### config.mk
export PLATFORM = sky130hd
export DESIGN_NAME = display_scan_ctrl
export DESIGN_NICKNAME = d
export VERILOG_FILES = /design/src/rtl/display_scan_ctrl.sv
export SDC_FILE = /design/constraint.sdc
export NUM_CORES = 1
export LEC_CHECK = 0
export BUFFER_PORTS_ARGS = -buffer_cell sky130_fd_sc_hd__buf_2
export CAP_MARGIN = 15
export CORE_MARGIN = 1.5
export CORE_UTILIZATION = 60
export CTS_CLUSTER_DIAMETER = 50
export DETAILED_ROUTE_END_ITERATION = 12
export PLACE_DENSITY = 0.85
export SETUP_SLACK_MARGIN = 0.15
export SYNTH_ARGS = -nofsm -noshare
export SYNTH_HDL_FRONTEND = slang
export SYNTH_SLANG_ARGS = --single-unit
### constraint.sdc
create_clock -name Clk -period 4.45 [get_ports Clk]
set_clock_uncertainty 0.2 [all_clocks]
set_input_delay 0.6675 -clock Clk [delete_from_list [all_inputs] [get_ports Clk]]
set_output_delay 0.6675 -clock Clk [all_outputs]
set_load 0.02 [all_outputs]
### src/rtl/display_scan_ctrl.sv
// Four-digit multiplexed 7-segment scan controller with double-buffered data.
// Ports: Clk, Rst (async high), Load/DataIn stage BCD data, BlankEn, DpMask; drives Anode, Segments, Dp, Pending, FrameDone.
module display_scan_ctrl #(
    parameter int DIVIDER = 49999
) (
    input  logic        Clk,
    input  logic        Rst,
    input  logic        Load,
    input  logic [15:0] DataIn,
    input  logic        BlankEn,
    input  logic [3:0]  DpMask,
    output logic [3:0]  Anode,
    output logic [6:0]  Segments,
    output logic        Dp,
    output logic        Pending,
    output logic        FrameDone
);

    localparam int CW = (DIVIDER < 1) ? 1 : $clog2(DIVIDER + 1);
    localparam logic [CW-1:0] TERM = CW'(DIVIDER);

    logic [CW-1:0] count;
    logic          tick;
    logic [1:0]    idx;
    logic [15:0]   staging;
    logic [15:0]   display;
    logic [3:0]    digit;
    logic          blank;
    logic [6:0]    seg_code;
    logic          wrap;

    assign tick  = (count == TERM);
    assign wrap  = tick && (idx == 2'd3);
    assign digit = display[{idx, 2'b00} +: 4];

    always_ff @(posedge Clk or posedge Rst) begin
        if (Rst) begin
            count <= '0;
        end else if (tick) begin
            count <= '0;
        end else begin
            count <= count + 1'b1;
        end
    end

    always_ff @(posedge Clk or posedge Rst) begin
        if (Rst) begin
            idx <= 2'd0;
        end else if (tick) begin
            idx <= idx + 2'd1;
        end
    end

    // A digit is blanked only when it and every digit above it are zero.
    always_comb begin
        blank = 1'b0;
        if (BlankEn) begin
            unique case (idx)
                2'd3:    blank = (display[15:12] == 4'd0);
                2'd2:    blank = (display[15:8] == 8'd0);
                2'd1:    blank = (display[15:4] == 12'd0);
                default: blank = 1'b0;
            endcase
        end
    end

    always_comb begin
        seg_code = 7'h3F;
        unique case (digit)
            4'd0:    seg_code = 7'h40;
            4'd1:    seg_code = 7'h79;
            4'd2:    seg_code = 7'h24;
            4'd3:    seg_code = 7'h30;
            4'd4:    seg_code = 7'h19;
            4'd5:    seg_code = 7'h12;
            4'd6:    seg_code = 7'h02;
            4'd7:    seg_code = 7'h78;
            4'd8:    seg_code = 7'h00;
            4'd9:    seg_code = 7'h10;
            default: seg_code = 7'h3F;
        endcase
    end

    always_ff @(posedge Clk or posedge Rst) begin
        if (Rst) begin
            Anode     <= 4'hF;
            Segments  <= 7'h7F;
            Dp        <= 1'b1;
            FrameDone <= 1'b0;
        end else begin
            FrameDone <= wrap;
            if (tick) begin
                Anode    <= blank ? 4'hF : ~(4'b0001 << idx);
                Segments <= blank ? 7'h7F : seg_code;
                Dp       <= blank | ~DpMask[idx];
            end
        end
    end

    // The display register only changes at a frame wrap, so a frame is
    // never shown half old and half new. A Load on the wrap edge re-arms
    // Pending with the fresh value while the older staged value goes live.
    always_ff @(posedge Clk or posedge Rst) begin
        if (Rst) begin
            staging <= 16'h0000;
            display <= 16'h0000;
            Pending <= 1'b0;
        end else begin
            if (wrap && Pending) begin
                display <= staging;
                Pending <= 1'b0;
            end
            if (Load) begin
                staging <= DataIn;
                Pending <= 1'b1;
            end
        end
    end

endmodule

== Word level (Yosys, flattened, before mapping) ==
Memory sizes are Yosys's and may differ from the RTL's.
Cells that the tools add are included.

* Register bits: 64
* Memory bits (read-only): 112
* Bits of input ports: 24
* Output and inout port bits: 14
* Word-level logic and storage cells: 37
* Memories kept: 1

* Add/subtract/negate cells: 2
* Order comparisons: 1
* Equal/unequal tests: 4
* Shift-type cells: 2
* Multiplexer cells: 9
* Bitwise operators: 3
* Reductions and logical operators: 6

{| class="wikitable"
|+ Memory list
! memory !! words !! bits a word !! read ports !! clocked after memory_dff !! write ports !! RTL line !! source
|-
| (name not given) || 16 || 7 || 1 || 0 || 0 || 69 || <nowiki>unique case (digit)</nowiki>
|}

{| class="wikitable"
|+ Operator list
! operator !! count
|-
| $add 16x1->16 const B || 1
|-
| $eq 16x16->1 const B || 1
|-
| $mux 16 || 1
|-
| $shiftx 16x5->4 || 1
|-
| $logic_not 12->1 || 1
|-
| $logic_not 8->1 || 1
|-
| $mux 7 || 1
|-
| $eq 2x2->1 const B || 2
|-
| $logic_not 4->1 || 1
|-
| $mux 1 || 4
|-
| $mux 4 || 1
|-
| $not 4->4 || 1
|-
| $shl 1x2->4 const A || 1
|-
| $lt 2x3->1 const B || 1
|-
| $pmux 1 s3 || 1
|-
| $add 2x1->2 const B || 1
|-
| $bmux 1 s2 || 1
|-
| $eq 2x1->1 const B || 1
|-
| $logic_and 1x1->1 || 2
|-
| $reduce_bool 2->1 || 1
|-
| $not 1->1 || 1
|-
| $or 1x1->1 || 1
|}

== Longest topological paths before layout ==
Gate-level depths: netlist of the first run.

* Word-level depth: 5
* Depth in mapped cells: 8
* Depth with buffers taken out: 7

== Worst setup path after synthesis of the first run ==
Ideal clock, no wire load.

* Path type: register to register
* Start: register count[4]
* End: register display[0]
* Setup time: 0.127 ns
* Data arrival time: 1.946 ns
* Required time: 4.123 ns
* Path slack: 2.177 ns
* Stages on the path, launching flop included: 7
* Buffers on the path: 2
* Period minus slack after synthesis: 2.273 ns
* Cells stage by stage: dfrtp_1 or4b_1 nor4_2 and3_1 buf_4 buf_6 mux2_1

* Word-level cells in the longest chain between the ends: 3

{| class="wikitable"
|+ Ends and longest elaborated chain
! element !! RTL line !! source
|-
| from (decl) || 22 || <nowiki>logic [CW-1:0] count;</nowiki>
|-
| from (signal assigned) || 42 || <nowiki>count <= count + 1'b1;</nowiki>
|-
| $eq 16x16->1 || 32 || <nowiki>assign tick = (count == TERM);</nowiki>
|-
| $logic_and 1x1->1 || 33 || <nowiki>assign wrap = tick && (idx == 2'd3);</nowiki>
|-
| $logic_and 1x1->1 || 109 || <nowiki>if (wrap && Pending) begin</nowiki>
|-
| to (signal assigned) || 110 || <nowiki>display <= staging;</nowiki>
|-
| to (decl) || 26 || <nowiki>logic [15:0] display;</nowiki>
|}

No other way between the ends.
A chain may end at the register's enable or synchronous reset.

== Worst setup path in the final report of the first run ==
* Start: register count[4]
* End: register display[14]

Same word-level chain as after synthesis.

==> flow_metrics.py, run 1 <==
metrics = {
    "status": {
        "status": "finished clean",
    },
    "logic_synthesis": {
        "syn-instance-count": 234,
        "syn_nets": 269,
        "synth.lib_cells_used.distinct": 37,
        "synth_area_leaders": "sky130_fd_sc_hd__dfrtp_1 44%, sky130_fd_sc_hd__dfstp_2 11%, sky130_fd_sc_hd__mux2_2 8.4%",
        "synth-async-reset-ratio_pct": 100.0,
        "synthesized_cell_area_um2": 2957,
        "netlist.top_cell.by_area": "sky130_fd_sc_hd__dfrtp_1",
        "ys.warnings.count": 0,
        "synthTopCellsByCount": "52 x sky130_fd_sc_hd__dfrtp_1, 23 x sky130_fd_sc_hd__nor2_1, 22 x sky130_fd_sc_hd__mux2_2",
        "synth-seq-cells": 64,
        "synth.avg_cell_area_um2": 12.63,
        "sequential_to_total_area_share_from_yosys_stat_pct": 54.68,
        "yosysMostFrequentCell": "sky130_fd_sc_hd__dfrtp_1",
        "synth_flop_cell": "sky130_fd_sc_hd__dfrtp_1",
        "yosysTopAreaCellShare_pct": 44.01,
        "synth_edf_count": 0,
    },
    "drt": {
        "total_via_count_in_the_routed_design": 1881,
        "post_drt_wl_per_cell_um": 15.50,
        "dr.first_iter.drc_count": 105,
        "firstDrtPassIters": 4,
        "route.detailed.vias_per_inst": 5.436,
        "wl_um": 5364,
        "route.antenna.remaining_nets": 0,
        "drc_violations_left": 0,
    },
    "setup_path": {
        "r2r-end": "display[14]",
        "critical_path_arrival_ns": 2.67,
        "timing.critical_path.to": "display[14]",
        "worstSetupPathDepth": 4,
        "worstSetupStartpoint": "count[4]",
        "worstSetupPathType": "reg2reg",
        "top_family_by_delay_on_critical_path": "simple AND/OR/NAND/NOR gates",
        "cp-start-kind": "flop",
        "reg2regPathDepth": 4,
        "worst-endpoint-required_ns": 4.47,
        "critical_path.max_fanout": 16,
        "reg2reg_from": "count[4]",
        "ff2ff_setup_slack_ns": 1.80,
        "worstSetupEndpointType": "flop",
        "cp_cell_sequence": "or4b_1, nor4_4, and3_1, mux2_2",
        "cp_slowest_cell": "sky130_fd_sc_hd__and3_1",
        "timing.critical_path.buf_inv": 0,
        "critPathMaxStageDelay_ns": 0.69,
    },
    "pwr": {
        "power.switching_fraction_pct": 20.33,
        "p_switching_mw": 0.2392,
        "power.share.clock_pct": 45.0,
        "vdd.ir_drop.worst_v": 0.0002458,
        "total_power_mw": 1.177,
        "power_report.internal_total_mw": 0.9375,
        "comb_power_share_pct": 3.5,
        "power_density_nw_per_um2": 344.9,
        "seq_pwr_share_pct": 51.5,
        "power.static_leakage_nw": 1.561,
    },
    "clock_network": {
        "numClockSinks": 64,
        "holdBufCountCts": 0,
        "clock_tree_from_tritoncts": "yes",
        "clock_root_buffer": "sky130_fd_sc_hd__clkbuf_8",
        "clk-insertion-delay-late_ns": 0.34,
        "cts_inserted_buffers": 9,
        "clkSlewWorstSetupHoldPaths_ns": 0.06,
        "post_cts_buffers": 0,
        "max_buffers_root_to_sink": 2,
        "cts.htree.levels": 3,
        "post_cts.resized_instances": 0,
    },
    "global_route": {
        "antenna_violations_before_repair": 0,
        "globalRouteOverflowTotal": 0,
        "grt_start_max_net_pins": 44,
        "vias_in_the_first_global_route": 1989,
        "grt_usage_pct": 23.97,
        "grt_pass1_wl_um": 9390,
    },
    "final_layout": {
        "fin_nets": 309,
        "antenna_cells_inserted": 0,
        "layout.filler_cells": 321,
        "share_of_layout_cells_above_drive_strength_1_pct": 34.05,
        "areaGrowthSynthToFinish_pct": 15.40,
        "final_cell_count_no_fill": 346,
    },
    "timing": {
        "layout_worst_path_cycle_share_pct": 59.49,
        "final_max_slew_viol_count": 0,
        "final.min_clock_period_ns": 2.647,
        "worst-slew-pin-transition_ns": 0.8664,
        "rsz_0062_raised_after_global_routing": "no",
        "timing.final.hold_violations": 0,
        "timing.final.setup_violations": 0,
        "slew_headroom_pct": 42.15,
        "max_freq_mhz": 377.7,
        "fin_setup_tns_ns": 0,
    },
    "place": {
        "place.detailed.instances": 330,
        "port-buffer-count": 37,
        "gpl.final_weighted_congestion": 0.8106,
        "hpwl_after_detailed_placement_um": 3799,
    },
    "floorplanning": {
        "placement_rows": 25,
        "fp.coreArea_um2": 4723,
        "floorplan.initialDensity_pct": 62.60,
        "fp.dieArea_um2": 5358,
        "floorplan.die.width_um": 73.20,
        "die_height_um": 73.20,
        "top_level_ports": 38,
    },
    "run": {
        "drv_cap": 0,
    },
    "worst_hold_path": {
        "worst_hold_path_type": "reg2reg",
    },
}
## kinds of logic (layout without fill, tap and decap cells)
| logic type | Yosys count | in the layout | synth area share [%] |
|---|---|---|---|
| AOI/OAI and AO/OA | 22 | 22 | 4.739 |
| buffers and inverters | 19 | 64 | 3.004 |
| and+or+nand+nor | 63 | 63 | 11.34 |
| muxes | 41 | 41 | 17.44 |
| adders and majority gates | 11 | 11 | 4.655 |
| DFF | 64 | 64 | 54.68 |
| xor gates and xnor gates | 14 | 14 | 4.147 |
## worst register-to-register path: stages (launching register included)
cell and delay [ns]:
sky130_fd_sc_hd__dfrtp_1 0.41, sky130_fd_sc_hd__or4b_1 0.57, sky130_fd_sc_hd__nor4_4 0.23, sky130_fd_sc_hd__and3_1 0.69, sky130_fd_sc_hd__mux2_2 0.42
## layout make-up
type / instances / area [um^2] / share of cell area (%)
sequential: 64 / 1617 / 47.38
multi-input combinational: 151 / 1260 / 36.93
timing repair buffer: 39 / 200.2 / 5.867
clock buffer: 14 / 182.7 / 5.354
tap: 67 / 83.83 / 2.457
clock inverter: 2 / 35.03 / 1.027
inverter: 9 / 33.78 / 0.9901
## routing by layer
| layer | vias to the layer above | global-route usage [%] | share of wire (%) | wire length, um |
|---|---|---|---|---|
| met1 | 929 | 31.87 | 46 | 2489 |
| met5 | - | 0 | 0 | 0 |
| li1 | 912 | - | - | - |
| met4 | 0 | 10.27 | 1.1 | 59 |
| met3 | 6 | 6.630 | 3.4 | 185 |
| met2 | 34 | 37.07 | 49 | 2629 |
## power groups by stage
stage               logic [mW]  clock network, mW  registers [mW]
finish                  0.0413              0.530           0.606
CTS                     0.0428              0.539           0.605
global route            0.0472              0.568           0.607
global placement        0.0401                  0           0.615
floorplan               0.0268                  0           0.612
detailed placement      0.0424                  0           0.616
## flip-flops by register name, summed over array words and instances (netlist names)
name	flops
Anode	4
Dp	1
FrameDone	1
Pending	1
Segments	7
count	16
display	16
idx	2
staging	16
## per-stage QoR
stage | cell area [um^2] | hold WS [ns] | worst slack (ns) | utilization [%]
after floorplan | 2957 | 0.2533 | 2.004 | -
after global routing | 3412 | 0.3134 | 1.678 | 72.24
after detailed placement | 3194 | 0.2749 | 1.820 | 67.63
after global placement | 3194 | 0.2671 | 1.860 | 67.63
final | 3412 | 0.2912 | 1.803 | 72.24
after CTS | 3412 | 0.2884 | 1.787 | 72.24
## worst min path at each step
| stage | start | to | slack [ns] | cells after the start |
|---|---|---|---|---|
| after floorplan | display[0] | display[0] | 0.25 | 1 |
| after global placement | display[1] | display[1] | 0.27 | 1 |
| after detailed placement | display[0] | display[0] | 0.27 | 1 |
| after CTS | display[0] | display[0] | 0.29 | 1 |
| after global routing | Dp | Dp | 0.31 | 2 |
| final | display[0] | display[0] | 0.29 | 1 |
## cell usage in the layout, fill, tap and decap left out, types with 3 or more instances in the layout
cell type,netlist,final
sky130_fd_sc_hd__a31oi_1,9,9
sky130_fd_sc_hd__nor4_1,5,5
sky130_fd_sc_hd__xor2_1,6,6
sky130_fd_sc_hd__and3_1,4,4
sky130_fd_sc_hd__a21oi_1,3,3
sky130_fd_sc_hd__nand2_1,6,6
sky130_fd_sc_hd__a21o_1,3,3
sky130_fd_sc_hd__o21ai_0,3,3
sky130_fd_sc_hd__inv_1,9,8
sky130_fd_sc_hd__mux2_2,22,22
sky130_fd_sc_hd__ha_1,11,11
sky130_fd_sc_hd__clkbuf_8,0,13
sky130_fd_sc_hd__dfrtp_1,52,52
sky130_fd_sc_hd__nor3_1,3,3
sky130_fd_sc_hd__nand4_1,4,4
sky130_fd_sc_hd__dfstp_2,12,12
sky130_fd_sc_hd__mux4_2,5,5
sky130_fd_sc_hd__xnor2_1,8,8
sky130_fd_sc_hd__buf_2,5,37
sky130_fd_sc_hd__nand3_1,6,6
sky130_fd_sc_hd__mux2_1,12,12
sky130_fd_sc_hd__nor2_1,23,23
No activity file was read; power rests on OpenSTA's default activity.
==> inputs of run 2 (changes only) <==
Settings changed: CORE_UTILIZATION 60 to 52, PLACE_DENSITY 0.85 to 0.79.
Clock period 4.45 ns to 2.4 ns, I/O delays scaled along.
==> run 2 against run 1 <==
  * Worst setup slack got worse by 1.7 ns
  * Global-route usage is 3.5 points lower
  * Core utilization fell by 6.5 points
  * Combinational power rose by 94%
  * Sequential power rose by 85%
  * Critical path depth increased by 1
  * Die area increased by 15%
  * Design area is 6.1% higher
  * Non-clock buffer count up 12
  * Total power grew 83%
  * Flip-flop and latch count is the same
  * Critical path type unchanged
  * Critical endpoint is now display[7]
  * Largest cell class unchanged
  * Largest power group unchanged
==> flow_metrics.py, run 2 (same netlist as run 1, synthesis figures left out) <==
metrics = {
    "global_route": {
        "globalRouteOverflowTotal": 0,
        "vias_in_the_first_global_route": 1930,
        "grt_usage_pct": 20.43,
        "grt_pass1_wl_um": 9370,
        "grt_start_max_net_pins": 53,
        "antenna_violations_before_repair": 0,
    },
    "timing": {
        "final.min_clock_period_ns": 2.277,
        "timing.final.hold_violations": 0,
        "rsz_0062_raised_after_global_routing": "yes",
        "fin_setup_tns_ns": 0,
        "max_freq_mhz": 439.1,
        "layout_worst_path_cycle_share_pct": 94.89,
        "worst-slew-pin-transition_ns": 0.3919,
        "final_max_slew_viol_count": 0,
        "timing.final.setup_violations": 0,
        "slew_headroom_pct": 73.64,
    },
    "drt": {
        "post_drt_wl_per_cell_um": 16.19,
        "dr.first_iter.drc_count": 90,
        "drc_violations_left": 0,
        "total_via_count_in_the_routed_design": 1982,
        "wl_um": 5892,
        "route.detailed.vias_per_inst": 5.445,
        "firstDrtPassIters": 4,
        "route.antenna.remaining_nets": 0,
    },
    "setup_path": {
        "cp-start-kind": "flop",
        "r2r-end": "display[7]",
        "worstSetupEndpointType": "flop",
        "critPathMaxStageDelay_ns": 0.55,
        "worst-endpoint-required_ns": 2.43,
        "critical_path.max_fanout": 8,
        "cp_cell_sequence": "or4b_4, nor4_4, and3_4, clkbuf_16, mux2_4",
        "critical_path_arrival_ns": 2.31,
        "ff2ff_setup_slack_ns": 0.12,
        "reg2reg_from": "count[7]",
        "cp_slowest_cell": "sky130_fd_sc_hd__or4b_4",
        "worstSetupPathType": "reg2reg",
        "reg2regPathDepth": 5,
    },
    "pwr": {
        "power_density_nw_per_um2": 593.5,
        "power.static_leakage_nw": 1.633,
        "vdd.ir_drop.worst_v": 0.0005544,
        "power.share.clock_pct": 44.0,
        "power.switching_fraction_pct": 21.76,
        "power_report.internal_total_mw": 1.681,
        "comb_power_share_pct": 3.7,
        "seq_pwr_share_pct": 52.2,
        "p_switching_mw": 0.4675,
    },
    "floorplanning": {
        "placement_rows": 27,
        "fp.dieArea_um2": 6147,
        "fp.coreArea_um2": 5507,
        "die_height_um": 78.41,
        "floorplan.initialDensity_pct": 53.69,
        "top_level_ports": 38,
        "floorplan.die.width_um": 78.41,
    },
    "worst_hold_path": {
        "worstHoldEndpoint": "staging[1]",
        "hp_start": "DataIn[1]",
        "worstHoldPathCells": 2,
        "worst_hold_path_type": "in2reg",
    },
    "clock_network": {
        "max_buffers_root_to_sink": 2,
        "clkSlewWorstSetupHoldPaths_ns": 0.07,
        "clock_root_buffer": "sky130_fd_sc_hd__clkbuf_8",
        "cts_inserted_buffers": 9,
        "cts.htree.levels": 3,
        "clock_tree_from_tritoncts": "yes",
        "clk-insertion-delay-late_ns": 0.35,
        "numClockSinks": 64,
    },
    "final_layout": {
        "share_of_layout_cells_above_drive_strength_1_pct": 40.75,
        "antenna_cells_inserted": 0,
        "design_area_um2": 3621,
        "most_common_cell_after_layout_fill_and_taps_aside": "sky130_fd_sc_hd__dfrtp_1",
        "areaGrowthSynthToFinish_pct": 22.47,
        "top_regs": "count: 16 flops, display: 16 flops, staging: 16 flops",
        "layout_common_cells": "50 x sky130_fd_sc_hd__dfrtp_1, 37 x sky130_fd_sc_hd__buf_2, 23 x sky130_fd_sc_hd__nor2_1",
        "fin_util_pct": 65.76,
        "fin_nets": 322,
    },
    "place": {
        "detailed_place.area_um2": 3263,
        "gpl.final_weighted_congestion": 0.8540,
        "port-buffer-count": 37,
        "hpwl_after_detailed_placement_um": 3843,
    },
    "status": {
        "status": "finished clean",
    },
    "run": {
        "drv_cap": 0,
    },
}
run 2: what timing repair did:
action | CTS | global route
hold buffers | 1 | 0
setup endpoints to repair | 16 | 22
cloned | 0 | 2
setup buffers | 0 | 5
pin swaps | 1 | 3
resized for setup | 1 | 14
hold endpoints to repair | 12 | 0
run 2: through the flow:
stage                     power (mW)  hold slack [ns]  setup slack [ns]  cells
final                          2.149          0.03792            0.1227    364
after floorplan                1.184           0.2533            0.1560    234
after global routing           2.223          0.03055           0.07079    364
after detailed placement       1.223           0.1294            0.1409    340
after global placement         1.217           0.1204            0.1722    340
after CTS                      2.167          0.02718            0.1580    357
run 2: area by class of cell:
cell class / count / area (um^2)
sequential: 64 / 1619
clock buffer: 11 / 151.4
clock inverter: 5 / 55.05
fill: 439 / 1886
inverter: 9 / 33.78
tap: 72 / 90.09
multi-input combinational: 152 / 1336
timing repair buffer: 51 / 335.3
run 2: worst max path at each step:
| stage | startpoint | end | slack [ns] | cells after the start |
|---|---|---|---|---|
| after global placement | count[5] | display[14] | 0.17 | 5 |
| after global routing | count[7] | display[8] | 0.07 | 5 |
| final | count[7] | display[7] | 0.12 | 5 |
| after floorplan | count[11] | display[0] | 0.16 | 6 |
| after detailed placement | count[5] | display[14] | 0.14 | 5 |
| after CTS | count[4] | display[14] | 0.16 | 5 |
run 2: power groups by stage:
| stage | logic, mW | clock network [mW] | registers [mW] |
|---|---|---|---|
| after floorplan | 0.0497 | 0 | 1.13 |
| after global placement | 0.0774 | 0 | 1.14 |
| after detailed placement | 0.0812 | 0 | 1.14 |
| after CTS | 0.0826 | 0.962 | 1.12 |
| after global routing | 0.0908 | 1.01 | 1.13 |
| final | 0.0802 | 0.946 | 1.12 |
run 2: routing by layer:
layer,vias up,global-route usage [%],wire [um]
li1,934,-,-
met1,995,27.03,2771
met2,41,31.04,2762
met3,12,4.884,213
met4,0,11.25,144
met5,-,0,0
run 2: worst max-delay path, delay by kind of cell, from the launching register on:
family	cells	cell delay, ns
buffers and inverters	1	0.18
flip-flops	1	0.42
multiplexers	1	0.31
AND/OR/NAND/NOR	3	1.06
